--- config.mk ---
export PLATFORM = sky130hd
export DESIGN_NAME = apb_mem_bridge
export DESIGN_NICKNAME = d
export VERILOG_FILES = /design/src/rtl/apb_pkg.sv /design/src/rtl/apb_mem_bridge_timeout.sv /design/src/rtl/apb_mem_bridge.sv
export SDC_FILE = /design/constraint.sdc
export NUM_CORES = 1
export LEC_CHECK = 0
export BUFFER_PORTS_ARGS = -buffer_cell sky130_fd_sc_hd__clkbuf_2
export CAP_MARGIN = 20
export CORE_ASPECT_RATIO = 0.7
export CORE_UTILIZATION = 45
export CTS_BUF_LIST = sky130_fd_sc_hd__clkbuf_8
export DETAILED_ROUTE_END_ITERATION = 7
export PLACE_DENSITY = 0.77
export SLEW_MARGIN = 15
export SYNTH_ARGS = -nofsm -noshare
export SYNTH_HDL_FRONTEND = slang
export SYNTH_SLANG_ARGS = --single-unit
--- constraint.sdc ---
create_clock -name clk -period 3.1 [get_ports clk]
set_input_delay 0.155 -clock clk [delete_from_list [all_inputs] [get_ports clk]]
set_output_delay 0.155 -clock clk [all_outputs]
set_load 0.01 [all_outputs]
--- src/rtl/apb_pkg.sv ---
// ----------------------------------------------------------------------------
// apb_pkg
// Shared types and helpers for the APB-to-memory bridge.
//   state_e    : bridge FSM states (IDLE, REQ, RESP)
//   resp_t     : APB response {data, err} at the default data width
//   STRB_W     : byte-strobe width for the default data width
//   ctr_width  : width of the wait-state timeout counter for a given limit
//   sat_inc8   : saturating increment used by the error counter
// ----------------------------------------------------------------------------
package apb_pkg;

   localparam int DATA_W_DEF = 32;
   localparam int STRB_W     = DATA_W_DEF / 8;

   typedef enum logic [1:0] {
      ST_IDLE = 2'd0,
      ST_REQ  = 2'd1,
      ST_RESP = 2'd2
   } state_e;

   typedef struct packed {
      logic [DATA_W_DEF-1:0] data;
      logic                  err;
   } resp_t;

   // A limit of 0 disables the timeout; keep a 1-bit counter so the
   // instance stays well-formed.
   function automatic int ctr_width(input int limit);
      return (limit > 0) ? $clog2(limit + 1) : 1;
   endfunction

   function automatic logic [7:0] sat_inc8(input logic [7:0] v);
      return (v == 8'hFF) ? v : v + 8'd1;
   endfunction

endpackage

--- src/rtl/apb_mem_bridge_timeout.sv ---
// ----------------------------------------------------------------------------
// apb_timeout_ctr
// Counts cycles spent waiting on the memory device.
//   clk, reset : clock, synchronous active-low reset
//   clr        : restart the count at 0 (bridge entering REQ)
//   en         : count this cycle (bridge in REQ)
//   limit      : cycle count at which the wait is abandoned
//   expired    : count has reached limit; always 0 when TIMEOUT == 0
// The count stops at limit instead of wrapping, so expired stays asserted
// until the next clr.
// ----------------------------------------------------------------------------
module apb_timeout_ctr
   import apb_pkg::*;
#(
   parameter int TIMEOUT = 16
) (
   input  logic                          clk,
   input  logic                          reset,
   input  logic                          clr,
   input  logic                          en,
   input  logic [ctr_width(TIMEOUT)-1:0] limit,
   output logic                          expired
);

   localparam int W = ctr_width(TIMEOUT);

   logic [W-1:0] cnt;

   always_ff @(posedge clk) begin
      if (!reset) begin
         cnt <= '0;
      end else if (clr) begin
         cnt <= '0;
      end else if (en && (cnt != limit)) begin
         cnt <= cnt + W'(1);
      end
   end

   assign expired = (TIMEOUT != 0) && (cnt == limit);

endmodule

--- src/rtl/apb_mem_bridge.sv ---
// ----------------------------------------------------------------------------
// apb_mem_bridge
// APB4 completer driving one memory-style device through a ce/ready handshake.
// Ports:
//   clk, reset        : clock, synchronous active-low reset
//   id                : this completer's select code (non-zero)
//   psel, penable,
//   pwrite, paddr,
//   pwdata, pstrb     : APB request side (psel is encoded, matched against id)
//   prdata, pready,
//   pslverr           : APB response side, one-cycle pready pulse
//   mem_ce, mem_wren,
//   mem_rden, mem_addr,
//   mem_wdata, mem_be : registered device request, held for the whole REQ
//   mem_rdata,
//   mem_ready         : device read data and completion
//   err_cnt           : saturating count of pslverr responses
// Out-of-range addresses and zero-strobe writes are answered directly from
// IDLE without touching the device. A wait longer than TIMEOUT cycles is
// aborted with pslverr. If the requester drops its select mid-wait, the
// device access still runs to completion but no response is returned.
// ----------------------------------------------------------------------------
module apb_mem_bridge
   import apb_pkg::*;
#(
   parameter int ADDR_W  = 8,
   parameter int DATA_W  = 32,
   parameter int ID_W    = 2,
   parameter int DEPTH   = 256,
   parameter int TIMEOUT = 16
) (
   input  logic                clk,
   input  logic                reset,
   input  logic [ID_W-1:0]     id,
   input  logic [ID_W-1:0]     psel,
   input  logic                penable,
   input  logic                pwrite,
   input  logic [ADDR_W-1:0]   paddr,
   input  logic [DATA_W-1:0]   pwdata,
   input  logic [DATA_W/8-1:0] pstrb,
   output logic [DATA_W-1:0]   prdata,
   output logic                pready,
   output logic                pslverr,
   output logic                mem_ce,
   output logic                mem_wren,
   output logic                mem_rden,
   output logic [ADDR_W-1:0]   mem_addr,
   output logic [DATA_W-1:0]   mem_wdata,
   output logic [DATA_W/8-1:0] mem_be,
   input  logic [DATA_W-1:0]   mem_rdata,
   input  logic                mem_ready,
   output logic [7:0]          err_cnt
);

   localparam int CNT_W = ctr_width(TIMEOUT);

   state_e state;
   logic   orphan;      // select was lost during the current REQ
   logic   selected;
   logic   setup;
   logic   in_range;
   logic   zero_wr;
   logic   req_entry;
   logic   expired;

   assign selected  = (psel == id);
   assign setup     = (state == ST_IDLE) && selected && !penable;
   // One extra bit so DEPTH == 2**ADDR_W is representable.
   assign in_range  = ({1'b0, paddr} < (ADDR_W+1)'(DEPTH));
   assign zero_wr   = pwrite && (pstrb == '0);
   assign req_entry = setup && in_range && !zero_wr;

   apb_timeout_ctr #(
      .TIMEOUT (TIMEOUT)
   ) u_timeout (
      .clk     (clk),
      .reset   (reset),
      .clr     (req_entry),
      .en      (state == ST_REQ),
      .limit   (CNT_W'(TIMEOUT)),
      .expired (expired)
   );

   always_ff @(posedge clk) begin
      // NOTE: every register here has a defined reset value (no storage
      // arrays), so the whole datapath is cleared, not just the FSM.
      if (!reset) begin
         state     <= ST_IDLE;
         orphan    <= 1'b0;
         prdata    <= '0;
         pready    <= 1'b0;
         pslverr   <= 1'b0;
         mem_ce    <= 1'b0;
         mem_wren  <= 1'b0;
         mem_rden  <= 1'b0;
         mem_addr  <= '0;
         mem_wdata <= '0;
         mem_be    <= '0;
         err_cnt   <= '0;
      end else begin
         // NOTE: non-blocking defaults; a later assignment in the same
         // edge overrides them, producing a one-cycle pready pulse.
         pready  <= 1'b0;
         pslverr <= 1'b0;

         unique case (state)
            ST_IDLE: begin
               if (setup) begin
                  if (!in_range) begin
                     state   <= ST_RESP;
                     pready  <= 1'b1;
                     pslverr <= 1'b1;
                     err_cnt <= sat_inc8(err_cnt);
                  end else if (zero_wr) begin
                     state  <= ST_RESP;
                     pready <= 1'b1;
                  end else begin
                     state     <= ST_REQ;
                     orphan    <= 1'b0;
                     mem_ce    <= 1'b1;
                     mem_wren  <= pwrite;
                     mem_rden  <= !pwrite;
                     mem_addr  <= paddr;
                     mem_wdata <= pwdata;
                     mem_be    <= pwrite ? pstrb : '1;
                  end
               end
            end

            ST_REQ: begin
               // Device completion wins over a timeout in the same cycle.
               if (mem_ready || expired) begin
                  mem_ce   <= 1'b0;
                  mem_wren <= 1'b0;
                  mem_rden <= 1'b0;
                  if (orphan || !selected) begin
                     state <= ST_IDLE;
                  end else begin
                     state  <= ST_RESP;
                     pready <= 1'b1;
                     if (mem_ready) begin
                        if (mem_rden) prdata <= mem_rdata;
                     end else begin
                        pslverr <= 1'b1;
                        prdata  <= '0;
                        err_cnt <= sat_inc8(err_cnt);
                     end
                  end
               end else if (!selected) begin
                  orphan <= 1'b1;
               end
            end

            ST_RESP: state <= ST_IDLE;

            default: state <= ST_IDLE;
         endcase
      end
   end

endmodule

[Word level (Yosys, flattened, before mapping)]
Cells that the tools add are included.
Operators by class
  magnitude comparators: 0
  div/mod/pow operators: 0
  bitwise gates (word level): 7
  eq/ne operators: 11
  shifts and indexed selects: 0
  add/sub/neg operators: 2
  muxes and demuxes: 29
  multipliers: 0
  reductions and logical operators: 22
Operator list (number)
  two-way mux 32 bit: 2
  two-way mux 1 bit: 16
  inequality test 2 bit (second input constant): 6
  one-hot mux 1 bit (2 select lines): 5
  AND reduction 5 bit: 2
  adder 8 x 1 -> 8 bit (second input constant): 1
  equality test 8 bit (second input constant): 1
  two-way mux 2 bit: 4
  AND reduction 4 bit: 2
  inverter 1 bit: 7
  adder 5 x 1 -> 5 bit (second input constant): 1
  equality test 5 bit (second input constant): 1
  logical AND 1 bit: 5
  inequality test 5 bit (second input constant): 1
  logical NOT 1 bit: 4
  logical NOT 4 bit: 1
  two-way mux 4 bit: 1
  one-hot mux 2 bit (2 select lines): 1
  OR reduction 4 bit: 1
  AND reduction 3 bit: 1
  equality test 2 x 1 -> 1 bit (second input constant): 1
  equality test 2 bit: 1
  logical NOT 2 bit: 1
  logical OR 1 bit: 2
  other kinds (3): 3
Word-level totals
  input port bits: 85
  register bits: 97
  memory bits (writable): 0
  ROM bits: 0
  latch bits: 0
  output and inout port bits: 89
  logic and storage cells: 84
  memories: 0

[Depth between registers and ports, before layout]
Gate-level depths: netlist of run 1.
  depth in word-level cells: 6
  gate-level depth with buffers: 7
  depth with buffers taken out: 6

[By module]
From an unflattened synthesis of run 1, not the netlist that was laid out.
Second synthesis, totals
  cell total of the unflattened synthesis: 419
  area, all modules: 3925.0 sq um
By module, submodules not included
  apb_mem_bridge: area an instance 3473.3 sq um, cells an instance 365, times used 1, sequential area each 1841.8 sq um
  apb_timeout_ctr: area an instance 451.7 sq um, cells an instance 54, times used 1, sequential area each 100.1 sq um

[Worst setup path before layout of run 1]
No wires, ideal clock.
  path kind: register to register
  from: reg u_timeout.cnt[0]
  to: reg err_cnt[3]
  slack: 1.470 ns
  data arrival time: 1.559 ns
  setup time: 0.071 ns
  buffers on the path: 0
  stages on the path, launching flop included: 7
  period minus slack after synthesis: 1.630 ns
  cell sequence: dfxtp_1 inv_1 ha_1 and4bb_1 nand4_1 or4_1 a21oi_1
On the way
  longest elaborated chain between the ends: 3
RTL lines
  from (decl): line apb_mem_bridge_timeout.sv:27  | logic [W-1:0] cnt;
  from (signal assigned): line apb_mem_bridge_timeout.sv:35  | cnt <= cnt + W'(1);
  equality test 5 bit: line apb_mem_bridge_timeout.sv:39  | assign expired = (TIMEOUT != 0) && (cnt == limit);
  logical OR 1 bit: line apb_mem_bridge.sv:132  | if (mem_ready || expired) begin
  AND reduction 5 bit (no source line)
  to (signal assigned): line apb_mem_bridge.sv:113  | err_cnt <= sat_inc8(err_cnt);
  to (signal assigned): line apb_mem_bridge.sv:146  | err_cnt <= sat_inc8(err_cnt);
  to (decl): line apb_mem_bridge.sv:52  | output logic [7:0] err_cnt
Every way passes these cells.
A chain may end at the register's enable or synchronous reset.

[Worst setup path in the final report of run 1]
Ends and elaborated chain as after synthesis.

==> flow_summary.toml, run 1 <==
[grt]
grt_overflow = 0
antenna_found_initial = 0
grt_start_max_net_pins = 66
grt_use_total_pct = 22.91
grt_pass1_wl_mm = 15.97
first_global_vias = 3406

[setup_path]
cp.arrival_ns = 2.47
start_kind = "flip-flop"
endpoint_kind = "flip-flop"
reg2reg_slack_ns = 0.91
worstSetupPathType = "reg -> reg"
r2r-start = "u_timeout.cnt[0]"
critical_path_required_ns = 3.38
crit_fanout = 17
r2r_end = "err_cnt[3]"
worst-r2r-cell-count = 6

[sta]
rsz0062_at_grt = "no"
layout_min_cycle_time_ns = 2.186
drv_slew = 0
hold_viol_final = 0
tightest_slew_ns = 0.7439
fin_crit_sh_pct = 70.52
setup_viol = 0
relSlewSlack_pct = 50.40
skew_ns = 0.006856
fin_setup_tns_ns = 0
fmax_ghz = 0.4574

[hold_path]
hp-class = "in -> reg"
min_from = "paddr[6]"
holdPathEnd = "mem_addr[6]"
hold_depth = 3

[yosys]
ys_warn_count = 0
ys_seq_area_share_pct = 51.44
ys.flop_type = "dfxtp_1"
netlist_area_sq_um = 3775
avgSynthCellArea_sq_um = 9.856
synth_seq_cells = 97
syn_inst = 383
synth_edf_count = 0
postSynth.asyncResetShare_pct = 0
ys_types = 43
synth_nets = 471

[power_and_ir_drop]
power_leakage_nw = 2.373
power_density_nw_per_um2 = 463.5
vdd_drop_max_uv = 344.3

[route]
routed_via_density = 5.074
drtAntennaViolNets = 0
wl_per_cell_um = 14.18
drc = 12
vias = 3516
firstDrtPassIters = 7
drt_iter0_drc = 179
drt-total-wl_mm = 9.825

[floorplan]
design.core.area_sq_um = 8006
start_util_pct = 47.15
die_y_um = 78.63
die_area_sq_um = 8765
row_count = 27
ios = 174
die_width_um = 111.5

[clock_tree]
h-tree-depth = 3
clk_latency_ns = 0.36
clock-sinks = 97
root_buffer = "clkbuf_8"
clk_pin_slew_ns = 0.09
postCtsResizedCells = 0
clk_path_buf_depth = 2
post-cts-setup-buffers = 0
cts_tree = "yes"
cts_made_buffers = 9

[cells_and_area]
layout.nets = 675
final_cell_mix = "clkbuf_2, dfxtp_1, nand2_1"
areaGrowthSynthToFinish_pct = 39.81
final_area_sq_um = 5278
final_common_cell = "clkbuf_2"
nFillCells = 649
drive_gt1_share_pct = 34.12
antenna_cells = 0

[place]
gp_congestion = 0.8527
dpl-instance-area_sq_um = 4672
hpwl_mm = 6.507
port_buffers = 173

[run]
cap_violations = 0

[status]
failed_checks = "design-rule violations"
outcome = "complete, but fails checks"
## power breakdown
group | internal, mW | total, mW | switching, mW
combinational | 0.138 | 0.276 | 0.138
sequential | 1.28 | 1.30 | 0.0194
clock | 0.438 | 0.873 | 0.435
total | 1.85 | 2.45 | 0.592
## through the flow
step	setup WS (ns)	utilization [%]	hold slack, ns	instances	power, mW
floorplan	1.470	-	0.2805	383	1.455
global placement	1.086	58.35	0.3665	638	1.553
detailed placement	0.9390	58.35	0.3688	638	1.560
CTS	0.9205	65.92	0.0001052	693	2.470
global route	0.7211	65.92	0.004358	693	2.553
finish	0.9139	65.92	0.01736	693	2.446
## registers in the layout, summed over array words and instances (netlist names)
register and cells:
mem_wdata 32, prdata 32, err_cnt 8, mem_addr 8, u_timeout.cnt 5, mem_be 4
state 2, mem_ce 1, mem_rden 1, mem_wren 1, orphan 1, pready 1
pslverr 1
## cell usage after synthesis, drive strengths merged, types with 2 or more instances
cell	n	area, sq um
nand3	7	35.03
xnor2	3	26.28
dfxtp	97	1942
ha	3	37.54
nor3	2	10.01
nor4b	4	47.55
nor2	11	48.80
xor2	5	43.79
buf	11	87.58
nand4	3	18.77
o211ai	2	15.01
o21ai	7	35.03
inv	8	30.03
a21oi	10	50.05
or4	4	30.03
and4	2	17.52
o31ai	4	30.03
nor4	3	25.02
o41ai	2	17.52
a22o	32	280.3
nand2	93	349.1
mux2i	43	430.4
clkbuf	13	48.80
## worst max-delay path, stage by stage (launching register included)
cell and delay [ns]:
dfxtp_1 0.34, inv_1 0.09, ha_1 0.16, and4bb_1 0.22, nand4_1 0.47, or4_1 0.67, a21oi_1 0.15
## cells by family after synthesis
group | after synthesis | share of synthesized area (%)
buf+inv | 32 | 4.408
mux | 43 | 11.40
xor+xnor | 8 | 1.856
fa+ha+maj | 3 | 0.9945
compound gates | 63 | 12.76
simple gates | 137 | 17.14
flops | 97 | 51.44
## per-layer routing
layer,global-route usage (%),share of wire (%)
met1,26.89,43
met2,38.81,47
met3,8.263,8.5
met4,8.108,1.7
met5,0,0
## area by class of cell
type                    count  area (sq um)  area share, %
multi-input cells         254          1670          31.65
flip-flops and latches     97          1942          36.79
inverters                   8         30.03         0.5690
well taps                 101         126.4          2.394
clock buffers              12         165.2          3.129
clock inverters             4         50.05         0.9483
repair buffers            217          1294          24.51
## repair_timing
item | in CTS | in global routing
setup endpoints to repair | 0 | 0
hold buffers | 39 | 0
hold endpoints to repair | 39 | 0
## worst max-delay path by stage
stage	start	to	slack (ns)	cells past startpoint
2_1_floorplan	u_timeout.cnt[0]	err_cnt[3]	1.47	6
3_3_place_gp	u_timeout.cnt[0]	err_cnt[3]	1.09	6
3_5_place_dp	u_timeout.cnt[0]	err_cnt[3]	0.94	6
4_1_cts	u_timeout.cnt[0]	err_cnt[3]	0.92	6
5_1_grt	u_timeout.cnt[0]	err_cnt[2]	0.72	6
6_report	u_timeout.cnt[0]	err_cnt[3]	0.91	6
No activity file was read; power rests on OpenSTA's default activity.
==> run 2, diff against run 1 <==
- ABC_AREA: not set -> 1
- PLACE_DENSITY: 0.77 -> 0.79
- clock period: 3.1 -> 1.9 ns (I/O delays scaled with it)
==> flow_summary.toml, run 2 <==
[status]
outcome = "completed"

[setup_path]
cp.arrival_ns = 1.95
worst-r2r-cell-count = 9
crit_fanout = 9
start_kind = "flip-flop"
reg2reg_slack_ns = 0.20
r2r_end = "err_cnt[0]"
endpoint_kind = "flip-flop"
critical_path_required_ns = 2.15
r2r-start = "u_timeout.cnt[0]"
worstSetupPathType = "reg -> reg"

[grt]
grt_pass1_wl_mm = 17.77
grt_overflow = 0
grt_start_max_net_pins = 87
antenna_found_initial = 0
grt_use_total_pct = 23.76
first_global_vias = 4068

[place]
place_inst = 865
hpwl_mm = 7.754
port_buffers = 173
dpl-instance-area_sq_um = 5135
gp_congestion = 0.7803
pre_cts_slack_ns = 0.2101

[cells_and_area]
final_cell_mix = "nand2_1, clkbuf_2, dfxtp_1"
nFillCells = 763
drive_gt1_share_pct = 26.34
areaGrowthSynthToFinish_pct = 38.19
top_regs = "mem_wdata x32, prdata x32"
final_area_sq_um = 5763
antenna_cells = 0
final_common_cell = "nand2_1"
fin_cells = 921
layout.nets = 885

[yosys]
synth.most_common_cell = "nand2_1"
ys_top_cells_by_area = "dfxtp_1, nand2_1, nand3_1, a21oi_1, nor2_1"
synth_nets = 683
avgSynthCellArea_sq_um = 7.009
synth_top_area_share_pct = 46.56
ys.flop_type = "dfxtp_1"
synth_seq_cells = 97
synth_commonest_cells = "nand2_1, dfxtp_1, nand3_1"
synth_edf_count = 0
syn_inst = 595
postSynth.asyncResetShare_pct = 0
ys_seq_area_share_pct = 46.56
ys_warn_count = 0
ys_types = 25
netlist_area_sq_um = 4170
synth_top_area_cell = "dfxtp_1"

[power_and_ir_drop]
power_leakage_nw = 2.744
power_density_nw_per_um2 = 705.0
vdd_drop_max_uv = 351.2
finalPower_mw = 4.063

[clock_tree]
clock-sinks = 97
clk_pin_slew_ns = 0.09
cts_made_buffers = 9
postCtsResizedCells = 0
root_buffer = "clkbuf_8"
clk_path_buf_depth = 2
clk_latency_ns = 0.37
h-tree-depth = 3
cts_tree = "yes"

[floorplan]
die_area_sq_um = 9662
die_width_um = 117.1
row_count = 28
ios = 174
design.core.area_sq_um = 8723
start_util_pct = 47.81
die_y_um = 82.54

[run]
cap_violations = 0

[hold_path]
min_from = "mem_rdata[3]"
hp-class = "in -> reg"
hold_depth = 5
holdPathEnd = "prdata[3]"

[route]
drt-total-wl_mm = 11.61
drt_iter0_drc = 185
drtAntennaViolNets = 0
drc = 0
routed_via_density = 4.820
firstDrtPassIters = 4
vias = 4439
wl_per_cell_um = 12.60

[sta]
rsz0062_at_grt = "no"
drv_slew = 0
fmax_ghz = 0.5893
fin_ws_ns = 0.2032
layout_min_cycle_time_ns = 1.697
setup_viol = 0
fin_setup_tns_ns = 0
hold_viol_final = 0
relSlewSlack_pct = 72.23
tightest_slew_ns = 0.4161
fin_crit_sh_pct = 89.31
skew_ns = 0.008071
run 2: changes by cell type after synthesis, sizes merged, moves of 4 or more:
cell / change
buf: +4
nand3: +56
nor4b: -4
nor2: +52
a21oi: +45
o31ai: -4
inv: +45
nand2: +117
a22o: -32
mux2i: -43
or4: -4
run 2: metrics by stage:
stage               hold WS (ns)  util (%)
finish                   0.02007     66.06
global route             0.01553     66.06
CTS                     0.001122     66.06
detailed placement        0.3562     58.86
global placement          0.3502     58.86
floorplan                 0.2154         -
run 2: cell families after synthesis:
logic type | share of synthesized area [%]
simple gates | 34.50
flops | 46.56
buf+inv | 8.461
compound gates | 7.681
xor+xnor | 1.890
fa+ha+maj | 0.9002
run 2: worst max-delay path: stages, from the launching register on:
cell and delay (ns):
dfxtp_1 0.34, inv_1 0.10, ha_1 0.21, nand3_4 0.13, nand2_4 0.09, nand2_4 0.07
nor2_8 0.17, nand2_2 0.16, o21ai_0 0.25, nor2_1 0.07
run 2: worst max path at each step:
stage / start / to / slack, ns / depth (start not counted)
after detailed placement: u_timeout.cnt[0] / prdata[21] / 0.21 / 10
after floorplan: err_cnt[0] / err_cnt[0] / 0.41 / 7
after CTS: u_timeout.cnt[0] / prdata[21] / 0.19 / 10
after global routing: u_timeout.cnt[0] / prdata[1] / 0.02 / 10
final: u_timeout.cnt[0] / err_cnt[0] / 0.20 / 9
after global placement: u_timeout.cnt[0] / prdata[0] / 0.32 / 10
run 2: power by group:
| group | internal (mW) | switching, mW |
|---|---|---|
| sequential | 2.08 | 0.0279 |
| combinational | 0.225 | 0.261 |
| clock | 0.768 | 0.700 |
| total | 3.07 | 0.988 |
run 2: cell type report:
cell class                      instances  area, sq um  area share [%]
Clock inverter                          5        80.08           1.389
Timing Repair Buffer                  222         1374           23.84
Inverter                               53        198.9           3.452
Clock buffer                           10        137.6           2.388
Multi-Input combinational cell        414         1881           32.63
Tap cell                              120        150.1           2.605
Sequential cell                        97         1942           33.70
run 2: routing by layer:
metal | up-vias | part of all wire, % | GRT usage (%)
met5 | - | 0 | 0
met4 | 0 | 1.5 | 9.367
met3 | 19 | 9.0 | 9.051
met2 | 167 | 47 | 43.37
met1 | 1993 | 42 | 24.94
li1 | 2260 | - | -
run 2: what timing repair did:
action | in CTS | in global routing
buffers inserted | 0 | 0
hold endpoints to repair | 41 | 0
hold buffers | 41 | 0
==> run 3, diff against run 2 <==
- PLACE_DENSITY: 0.79 -> 0.76
- clock period: 1.9 -> 1.6 ns (I/O delays scaled with it)
==> flow_summary.toml, run 3 (synthesis gave the netlist of run 2 again) <==
[place]
hpwl_mm = 8.080
gp_congestion = 0.8723
port_buffers = 173
pre_cts_slack_ns = -0.01554
dpl-instance-area_sq_um = 5187

[route]
drt-total-wl_mm = 12.54
drt_iter0_drc = 257
drtAntennaViolNets = 0
routed_via_density = 4.830
wl_per_cell_um = 13.25
vias = 4569
firstDrtPassIters = 6
drc = 0

[sta]
setup_viol = 0
drv_slew = 0
layout_min_cycle_time_ns = 1.522
relSlewSlack_pct = 77.67
skew_ns = 0.005024
fmax_ghz = 0.6572
tightest_slew_ns = 0.3350
fin_crit_sh_pct = 95.10
hold_slack_ns = 0.01962
hold_viol_final = 0
fin_setup_tns_ns = 0
fin_ws_ns = 0.07847

[grt]
first_global_vias = 4283
grt_use_total_pct = 24.63
grt_start_max_net_pins = 46
antenna_found_initial = 0
grt_overflow = 0
grt_pass1_wl_mm = 18.51

[setup_path]
start_kind = "flip-flop"
slowest_delay_ns = 0.34
crit_fanout = 4
endpoint_kind = "flip-flop"
critical_path_required_ns = 1.85
cp.arrival_ns = 1.77
crit_path_cell_trace = "inv_1 > ha_4 > nand3_4 > nand2_4 > nand2_4 > nor2_8 > buf_12 > buf_6 > nor2_1 > nor2_1"
worstSetupPathType = "reg -> reg"
worst_path_max_delay_cell = "dfxtp_1"

[floorplan]
die_width_um = 117.1
row_count = 28
die_area_sq_um = 9662
die_y_um = 82.54
start_util_pct = 47.81
design.core.area_sq_um = 8723
ios = 174

[status]
outcome = "completed"

[clock_tree]
clk_pin_slew_ns = 0.09
cts_made_buffers = 9
cts_tree = "yes"
h-tree-depth = 3
clock-sinks = 97
clk_path_buf_depth = 2
clk_latency_ns = 0.36
root_buffer = "clkbuf_8"

[cells_and_area]
final_common_cell = "nand2_1"
final_cell_mix = "nand2_1, clkbuf_2, dfxtp_1"
areaGrowthSynthToFinish_pct = 46.83
final_area_sq_um = 6123
drive_gt1_share_pct = 28.21
nFillCells = 704
top_regs = "mem_wdata x32, prdata x32"
layout.nets = 909
antenna_cells = 0

[power_and_ir_drop]
power_leakage_nw = 2.906
power_density_nw_per_um2 = 839.4
finalPower_mw = 5.140
vdd_drop_max_uv = 641.9

[hold_path]
hp-class = "in -> reg"

[run]
cap_violations = 0
==> run 3: stage by stage <==
step / utilization [%] / std cells
after CTS: 68.45 / 939
after detailed placement: 59.47 / 872
after floorplan: - / 595
after global placement: 59.47 / 872
after global routing: 70.20 / 946
final: 70.20 / 946
==> run 3: power by group <==
group	internal, mW	switching (mW)	total, mW
Combinational	0.300	0.334	0.634
Clock	1.19	0.815	2.00
Sequential	2.47	0.0327	2.51
==> run 3: timing repair <==
| action | in CTS | in global routing |
|---|---|---|
| setup endpoints to repair | 27 | 59 |
| endpoints found under the hold margin | 51 | 0 |
| gates resized for setup | 3 | 21 |
| cloned | 0 | 2 |
| buffers inserted | 0 | 5 |
| pin swaps | 0 | 3 |
| hold buffers | 51 | 0 |
==> run 3: metal layers <==
layer	up-vias	global-route usage, %	wire [um]
li1	2302	-	-
met1	2066	27.32	5296
met2	184	44.79	5988
met3	17	8.102	1079
met4	0	8.228	171
met5	-	0	0
==> run 3: worst paths after layout <==
path / from / end / slack [ns] / cells past startpoint
hold / removal: mem_rdata[27] / prdata[27] / 0.02 / 5
setup reg to reg: u_timeout.cnt[1] / pready / 0.08 / 10
setup / recovery: u_timeout.cnt[1] / pready / 0.08 / 10
hold reg to reg: mem_wdata[20] / mem_wdata[20] / 0.47 / 2
==> run 3: final cells by class <==
cell class	instances	area [sq um]	area share, %
Inverter	53	198.9	3.249
Clock buffer	9	123.9	2.023
Multi-Input combinational cell	416	1957	31.96
Clock inverter	7	133.9	2.186
Timing Repair Buffer	244	1617	26.40
Tap cell	120	150.1	2.452
Sequential cell	97	1943	31.73
==> run 3: critical path: cells and delay by family, from the launching register on <==
family        cells  cell delay, ns
fa+ha+maj         1            0.16
buf+inv           3            0.31
flops             1            0.34
simple gates      6            0.58
